$ cat src/rtl/sfr_master_ctrl_pkg.sv
// Shared types for the SFR bus master: FSM state encoding, response record
// and the channel-id width helper.
package sfr_master_pkg;

    localparam int SFR_CH_W_MAX = 3;   // up to 8 requester channels
    localparam int SFR_DW_MAX   = 32;
    localparam int SFR_LAT_W    = 2;   // read latency 1..4 needs at most 2 bits of countdown

    typedef enum logic [1:0] {
        ST_IDLE   = 2'd0,
        ST_STROBE = 2'd1,
        ST_RDWAIT = 2'd2,
        ST_RESP   = 2'd3
    } sfr_master_state_e;

    typedef struct packed {
        logic [SFR_CH_W_MAX-1:0] ch;
        logic                    we;
        logic [SFR_DW_MAX-1:0]   rdata;
        logic                    err;
    } sfr_rsp_t;

    function automatic int sfr_ch_w(input int n);
        return (n > 1) ? $clog2(n) : 1;
    endfunction

endpackage

$ cat src/rtl/sfr_master_ctrl_rr_arbiter.sv
// Round-robin arbiter: first requester at or above the pointer, wrapping,
// returned both one-hot and as an index.
module sfr_rr_arbiter
    import sfr_master_pkg::*;
#(
    parameter  int NUM_CH = 2,
    localparam int CH_W   = sfr_ch_w(NUM_CH)
) (
    input  logic [NUM_CH-1:0] i_req,
    input  logic [CH_W-1:0]   i_ptr,
    output logic [NUM_CH-1:0] o_gnt,
    output logic [CH_W-1:0]   o_gnt_idx
);

    logic [NUM_CH-1:0] w_rot;

    // Rotate so the pointer channel sits at bit 0; the scan is then a plain
    // priority pick from the bottom.
    assign w_rot = NUM_CH'({i_req, i_req} >> i_ptr);

    always_comb begin
        int   idx;
        logic found;
        o_gnt     = '0;
        o_gnt_idx = '0;
        found     = 1'b0;
        idx       = 0;
        for (int i = 0; i < NUM_CH; i++) begin
            if (!found && w_rot[i]) begin
                found = 1'b1;
                idx   = int'(i_ptr) + i;
                if (idx >= NUM_CH) idx = idx - NUM_CH;
            end
        end
        o_gnt_idx = CH_W'(idx);
        for (int k = 0; k < NUM_CH; k++) begin
            o_gnt[k] = found && (k == idx);
        end
    end

endmodule

$ cat src/rtl/sfr_master_ctrl.sv
// SFR bus master: round-robin command arbitration, single-cycle SFR strobe,
// tagged response handshake. Optional slave wait/timeout via SFR_MASTER_WAIT_EN.
//
// state     | meaning
// IDLE      | arbitrate, cmd_ready to the granted channel
// STROBE    | we or re asserted with latched address/data
// RDWAIT    | read latency countdown before sampling read_data
// RESP      | rsp_valid held until rsp_ready
module sfr_master_ctrl
    import sfr_master_pkg::*;
#(
    parameter  int ADDR_WIDTH   = 8,
    parameter  int DATA_WIDTH   = 8,
    parameter  int NUM_CH       = 2,
    parameter  int READ_LATENCY = 1,
    parameter  int MAX_WAIT     = 15,
    localparam int CH_W         = sfr_ch_w(NUM_CH)
) (
    input  logic                         clk,
    input  logic                         reset,
`ifdef SFR_MASTER_WAIT_EN
    input  logic                         sfr_wait,
`endif
    input  logic [NUM_CH-1:0]            cmd_valid,
    output logic [NUM_CH-1:0]            cmd_ready,
    input  logic [NUM_CH-1:0]            cmd_we,
    input  logic [NUM_CH*ADDR_WIDTH-1:0] cmd_addr,
    input  logic [NUM_CH*DATA_WIDTH-1:0] cmd_wdata,
    output logic                         rsp_valid,
    input  logic                         rsp_ready,
    output logic [CH_W-1:0]              rsp_ch,
    output logic                         rsp_we,
    output logic [DATA_WIDTH-1:0]        rsp_rdata,
    output logic                         rsp_err,
    output logic [ADDR_WIDTH-1:0]        address,
    output logic [DATA_WIDTH-1:0]        write_data,
    input  logic [DATA_WIDTH-1:0]        read_data,
    output logic                         we,
    output logic                         re
);

    localparam int WCNT_W = (MAX_WAIT > 1) ? $clog2(MAX_WAIT) : 1;

    sfr_master_state_e     r_state, w_state_nxt;
    sfr_rsp_t              r_rsp;
    logic [ADDR_WIDTH-1:0] r_addr;
    logic [DATA_WIDTH-1:0] r_wdata;
    logic [CH_W-1:0]       r_ptr;
    logic [SFR_LAT_W-1:0]  r_lat;
    logic [WCNT_W-1:0]     r_wait_cnt;

    logic [NUM_CH-1:0]     w_gnt;
    logic [CH_W-1:0]       w_gnt_idx;
    logic [CH_W-1:0]       w_ptr_nxt;
    logic                  w_accept;
    logic                  w_wait;
    logic                  w_tmo;
    logic                  w_sample;
    logic                  w_we;
    logic                  w_re;
    logic                  w_unused;

    sfr_rr_arbiter #(.NUM_CH(NUM_CH)) u_arb (
        .i_req     (cmd_valid),
        .i_ptr     (r_ptr),
        .o_gnt     (w_gnt),
        .o_gnt_idx (w_gnt_idx)
    );

`ifdef SFR_MASTER_WAIT_EN
    assign w_wait   = sfr_wait;
    assign w_tmo    = sfr_wait && (r_wait_cnt == '0);
    assign rsp_err  = r_rsp.err;
    assign w_unused = ^{r_rsp.ch, r_rsp.rdata};
`else
    assign w_wait   = 1'b0;
    assign w_tmo    = 1'b0;
    assign rsp_err  = 1'b0;
    assign w_unused = ^{r_rsp.ch, r_rsp.rdata, r_rsp.err, r_wait_cnt};
`endif

    // Gated with reset so no channel sees an accept while the block is held in reset.
    assign cmd_ready  = (r_state == ST_IDLE && reset) ? w_gnt : '0;
    assign w_accept   = (r_state == ST_IDLE) && (|cmd_valid);
    assign w_ptr_nxt  = (w_gnt_idx == CH_W'(NUM_CH - 1)) ? '0 : w_gnt_idx + 1'b1;
    assign w_sample   = (r_state == ST_STROBE && !r_rsp.we && !w_wait && READ_LATENCY == 1)
                     || (r_state == ST_RDWAIT && r_lat == '0);

    assign rsp_valid  = (r_state == ST_RESP);
    assign rsp_ch     = r_rsp.ch[CH_W-1:0];
    assign rsp_we     = r_rsp.we;
    assign rsp_rdata  = r_rsp.rdata[DATA_WIDTH-1:0];
    assign address    = r_addr;
    assign write_data = r_wdata;
    assign we         = w_we;
    assign re         = w_re;

    always_ff @(posedge clk or negedge reset) begin
        if (!reset) begin
            r_state <= ST_IDLE;
        end else begin
            r_state <= w_state_nxt;
        end
    end

    always_comb begin
        w_state_nxt = r_state;
        w_we        = 1'b0;
        w_re        = 1'b0;
        case (r_state)
            ST_IDLE: begin
                if (w_accept) w_state_nxt = ST_STROBE;
            end
            ST_STROBE: begin
                w_we = r_rsp.we;
                w_re = !r_rsp.we;
                if (w_tmo) begin
                    w_state_nxt = ST_RESP;
                end else if (!w_wait) begin
                    w_state_nxt = (r_rsp.we || READ_LATENCY == 1) ? ST_RESP : ST_RDWAIT;
                end
            end
            ST_RDWAIT: begin
                if (r_lat == '0) w_state_nxt = ST_RESP;
            end
            ST_RESP: begin
                if (rsp_ready) w_state_nxt = ST_IDLE;
            end
            default: w_state_nxt = ST_IDLE;
        endcase
    end

    always_ff @(posedge clk or negedge reset) begin
        if (!reset) begin
            r_rsp      <= '0;
            r_addr     <= '0;
            r_wdata    <= '0;
            r_ptr      <= '0;
            r_lat      <= '0;
            r_wait_cnt <= '0;
        end else begin
            if (w_accept) begin
                r_rsp.ch    <= SFR_CH_W_MAX'(w_gnt_idx);
                r_rsp.we    <= cmd_we[w_gnt_idx];
                r_rsp.rdata <= '0;
                r_rsp.err   <= 1'b0;
                r_addr      <= cmd_addr[w_gnt_idx*ADDR_WIDTH +: ADDR_WIDTH];
                r_wdata     <= cmd_wdata[w_gnt_idx*DATA_WIDTH +: DATA_WIDTH];
                r_ptr       <= w_ptr_nxt;
                r_wait_cnt  <= WCNT_W'(MAX_WAIT - 1);
            end
            if (r_state == ST_STROBE) begin
                // Reloaded every strobe cycle, so a wait stretch leaves the countdown untouched.
                r_lat <= SFR_LAT_W'((READ_LATENCY > 1) ? READ_LATENCY - 2 : 0);
                if (w_wait && !w_tmo) r_wait_cnt <= r_wait_cnt - 1'b1;
                if (w_tmo)            r_rsp.err  <= 1'b1;
            end
            if (r_state == ST_RDWAIT && r_lat != '0) r_lat <= r_lat - 1'b1;
            if (w_sample) r_rsp.rdata <= SFR_DW_MAX'(read_data);
        end
    end

endmodule
$ cat config.mk
export PLATFORM = sky130hd
export DESIGN_NAME = sfr_master_ctrl
export DESIGN_NICKNAME = d
export VERILOG_FILES = /design/src/rtl/sfr_master_ctrl_pkg.sv /design/src/rtl/sfr_master_ctrl_rr_arbiter.sv /design/src/rtl/sfr_master_ctrl.sv
export SDC_FILE = /design/constraint.sdc
export NUM_CORES = 1
export LEC_CHECK = 0
export ABC_AREA = 1
export CORE_MARGIN = 5
export CORE_UTILIZATION = 43
export DETAILED_ROUTE_END_ITERATION = 10
export PLACE_DENSITY = 0.9
export SYNTH_ARGS = -nofsm -noshare
export SYNTH_HDL_FRONTEND = slang
export SYNTH_SLANG_ARGS = --single-unit
$ cat constraint.sdc
create_clock -name clk -period 2.25 [get_ports clk]
set_input_delay 0.3375 -clock clk [delete_from_list [all_inputs] [get_ports clk]]
set_output_delay 0.3375 -clock clk [all_outputs]
set_load 0.1 [all_outputs]
==> impl_metrics.json <==
{
  "outcome": "complete, no violations",
  "post_drt_wl_per_cell_um": 14.4,
  "synth_seq_cells": 31,
  "timing.critical_path.slowest_stage_cell": "sky130_fd_sc_hd__dfrtp_1",
  "fp.dieW_um": 70.8,
  "setup_violations": 0,
  "finalHoldViolations": 0,
  "gp_congestion": 0.778,
  "yosysWarnings": 0,
  "design.portCount": 79,
  "grt_antenna_before_repair": 0,
  "post_synth_instance_area_mm2": 0.00159,
  "instances_no_fill": 315,
  "cts_htree_levels": 2,
  "i_o_buffers": 77,
  "insertion_delay_ns": 0.27,
  "initial_core_utilization": 0.438,
  "timing.final.crit_share": 0.879,
  "maximum_capacitance_violations": 0,
  "nNetsFinal": 319,
  "avgSynthCellArea_um2": 8.56,
  "place_worst_setup_slack_ns": 0.319,
  "post_cts_hold_buffer_count": 0,
  "clock_tree.buffer_depth": 2,
  "cp_top_family": "buffers and inverters",
  "timing.critical_path.cells": "inv_1 > ha_1 > inv_1 > nor2_1 > nand3_1 > inv_1 > buf_12",
  "resized_gates_after_cts": 0,
  "cts.root.buffer_cell": "sky130_fd_sc_hd__clkbuf_8",
  "nature_of_the_critical_path_endpoint": "output pin",
  "antenna_cells": 0,
  "num_vias": 1646,
  "floorplan.rows": 22,
  "timing.rr.end": "write_data[2]",
  "clk_pin_slew_worst_paths_ns": 0.06,
  "number_of_violations_reported_at_the_end_of_detailed_routing_iteration_0": 156,
  "drt_total_wl_mm": 4.55,
  "placedInstanceArea_mm2": 0.00237,
  "min_period_ns": 1.98,
  "place.detailed.instances": 307,
  "clock_skew_ns": 0.00438,
  "layout-drive-gt1-share": 0.199,
  "grt_setup_unrepaired": "false",
  "r2r_setup_slack_ns": 0.61,
  "final_setup_tns_ns": 0,
  "reg2regPathDepth": 7,
  "critPathMostFrequentCell": "sky130_fd_sc_hd__inv_1",
  "syn_to_final_growth_pct": 54.2,
  "die_area_mm2": 0.00502,
  "post-route-worst-setup-slack_ns": 0.272,
  "synth_sequential_area_ratio": 0.487,
  "synth_nets": 239,
  "cts_tree": "built",
  "synth.distinct_cells": 17,
  "hold_path_class": "in2async",
  "design_area_mm2": 0.00245,
  "worst_ep_required_time_ns": 1.91,
  "floorplan.core_area_mm2": 0.00363,
  "remaining_design_rule_violation_count": 0,
  "vias_per_cell": 5.23,
  "critical_path_peak_fanout": 5,
  "synthCells": 186,
  "grt_use_total": 0.187,
  "critPathBufInv": 4,
  "reg2reg_from": "r_state[0]",
  "timing_worst_setup_path_type": "reg2out",
  "pre_antenna_drt_iters": 4,
  "post-dp-hpwl_mm": 3.39,
  "number_of_buffers_created_by_cts": 5,
  "setup.worst_path.start_class": "flop",
  "clock_sink_count": 31,
  "cts_post_setup_buffers_inserted": 0,
  "grt_overflow_total": 0,
  "final-max-slew-violation-count": 0,
  "dieHeight_um": 70.8,
  "grt_first_pass_wirelength_mm": 7.59,
  "max_freq_mhz": 506,
  "postRouteAntennaNets": 0,
  "first_global_vias": 1620,
  "grt_max_degree": 24,
  "crit_path_max_incr_delay_ns": 0.43,
  "worst_ep_arrival_time_ns": 1.64
}
layout make-up:
| cell class | instances | area [um2] |
|---|---|---|
| clock buffer | 7 | 76.3 |
| fill | 328 | 1180 |
| sequential | 31 | 776 |
| clock inverter | 1 | 5.00 |
| tap | 48 | 60.1 |
| timing repair buffer | 85 | 803 |
| multi-input combinational | 129 | 682 |
| inverter | 14 | 52.6 |
how the worst max path moves through the flow:
stage | startpoint | cells after the start | end
floorplan | rsp_we | 5 | rsp_rdata[0]
global placement | cmd_valid[0] | 6 | cmd_ready[0]
detailed placement | cmd_valid[0] | 6 | cmd_ready[0]
CTS | r_state[0] | 7 | cmd_ready[0]
global route | r_state[1] | 7 | cmd_ready[0]
finish | r_state[0] | 7 | cmd_ready[0]
cell usage after synthesis:
master / count / share of area
sky130_fd_sc_hd__o21ai_4: 1 / 0.010
sky130_fd_sc_hd__conb_1: 1 / 0.0024
sky130_fd_sc_hd__ha_1: 6 / 0.047
sky130_fd_sc_hd__nand2_1: 45 / 0.11
sky130_fd_sc_hd__buf_2: 5 / 0.016
sky130_fd_sc_hd__nand2_2: 2 / 0.0079
sky130_fd_sc_hd__buf_6: 3 / 0.021
sky130_fd_sc_hd__nor2_2: 1 / 0.0039
sky130_fd_sc_hd__inv_1: 12 / 0.028
sky130_fd_sc_hd__inv_2: 2 / 0.0047
sky130_fd_sc_hd__o21ai_0: 4 / 0.013
sky130_fd_sc_hd__buf_4: 4 / 0.019
sky130_fd_sc_hd__nor2_1: 3 / 0.0071
sky130_fd_sc_hd__dfrtp_1: 31 / 0.49
sky130_fd_sc_hd__nand4_1: 19 / 0.075
sky130_fd_sc_hd__nand3_1: 46 / 0.14
sky130_fd_sc_hd__nor2_4: 1 / 0.0071
routing by layer:
layer,global-route usage,share of wire,up-vias
met5,0,0,-
met1,0.238,0.41,776
met2,0.309,0.49,81
met3,0.0568,0.092,4
li1,-,-,785
met4,0.0501,0.0083,0
sequential cells by signal (all words and copies together) (netlist names):
name / flops
r_state: 2
rsp_ch: 1
r_lat: 2
address: 8
write_data: 8
r_ptr: 1
rsp_rdata: 8
rsp_we: 1
through the flow:
step           utilization  hold slack, ns
2_1_floorplan            -          0.0419
3_3_place_gp         0.653           0.480
3_5_place_dp         0.653           0.489
4_1_cts              0.676           0.478
5_1_grt              0.676           0.489
6_report             0.676           0.469
cells in the final DEF (no fill, tap or decap):
master	instances
sky130_fd_sc_hd__nor2_1	2
sky130_fd_sc_hd__o21ai_0	4
sky130_fd_sc_hd__clkdlybuf4s50_1	46
sky130_fd_sc_hd__inv_1	12
sky130_fd_sc_hd__inv_2	2
sky130_fd_sc_hd__buf_12	4
sky130_fd_sc_hd__nand3_1	46
sky130_fd_sc_hd__o21ai_4	1
sky130_fd_sc_hd__dfrtp_1	31
sky130_fd_sc_hd__clkbuf_8	5
sky130_fd_sc_hd__nand4_1	19
sky130_fd_sc_hd__conb_1	1
sky130_fd_sc_hd__nor2_2	1
sky130_fd_sc_hd__ha_1	6
sky130_fd_sc_hd__clkinv_2	1
sky130_fd_sc_hd__nand2_2	2
sky130_fd_sc_hd__nand2_1	45
sky130_fd_sc_hd__buf_4	35
sky130_fd_sc_hd__clkbuf_1	2
sky130_fd_sc_hd__nor2_4	2
kinds of logic after synthesis:
kind of cell | after synthesis | synth area share
buffers and inverters | 26 | 0.0888
and+or+nand+nor | 117 | 0.351
AOI/OAI and AO/OA | 5 | 0.0228
adders and majority gates | 6 | 0.0472
other | 1 | 0.00236
DFF | 31 | 0.487
Power is left out: the tool's default activity adds up to more than one toggle a clock period on the data nets, which glitch-free logic cannot reach.
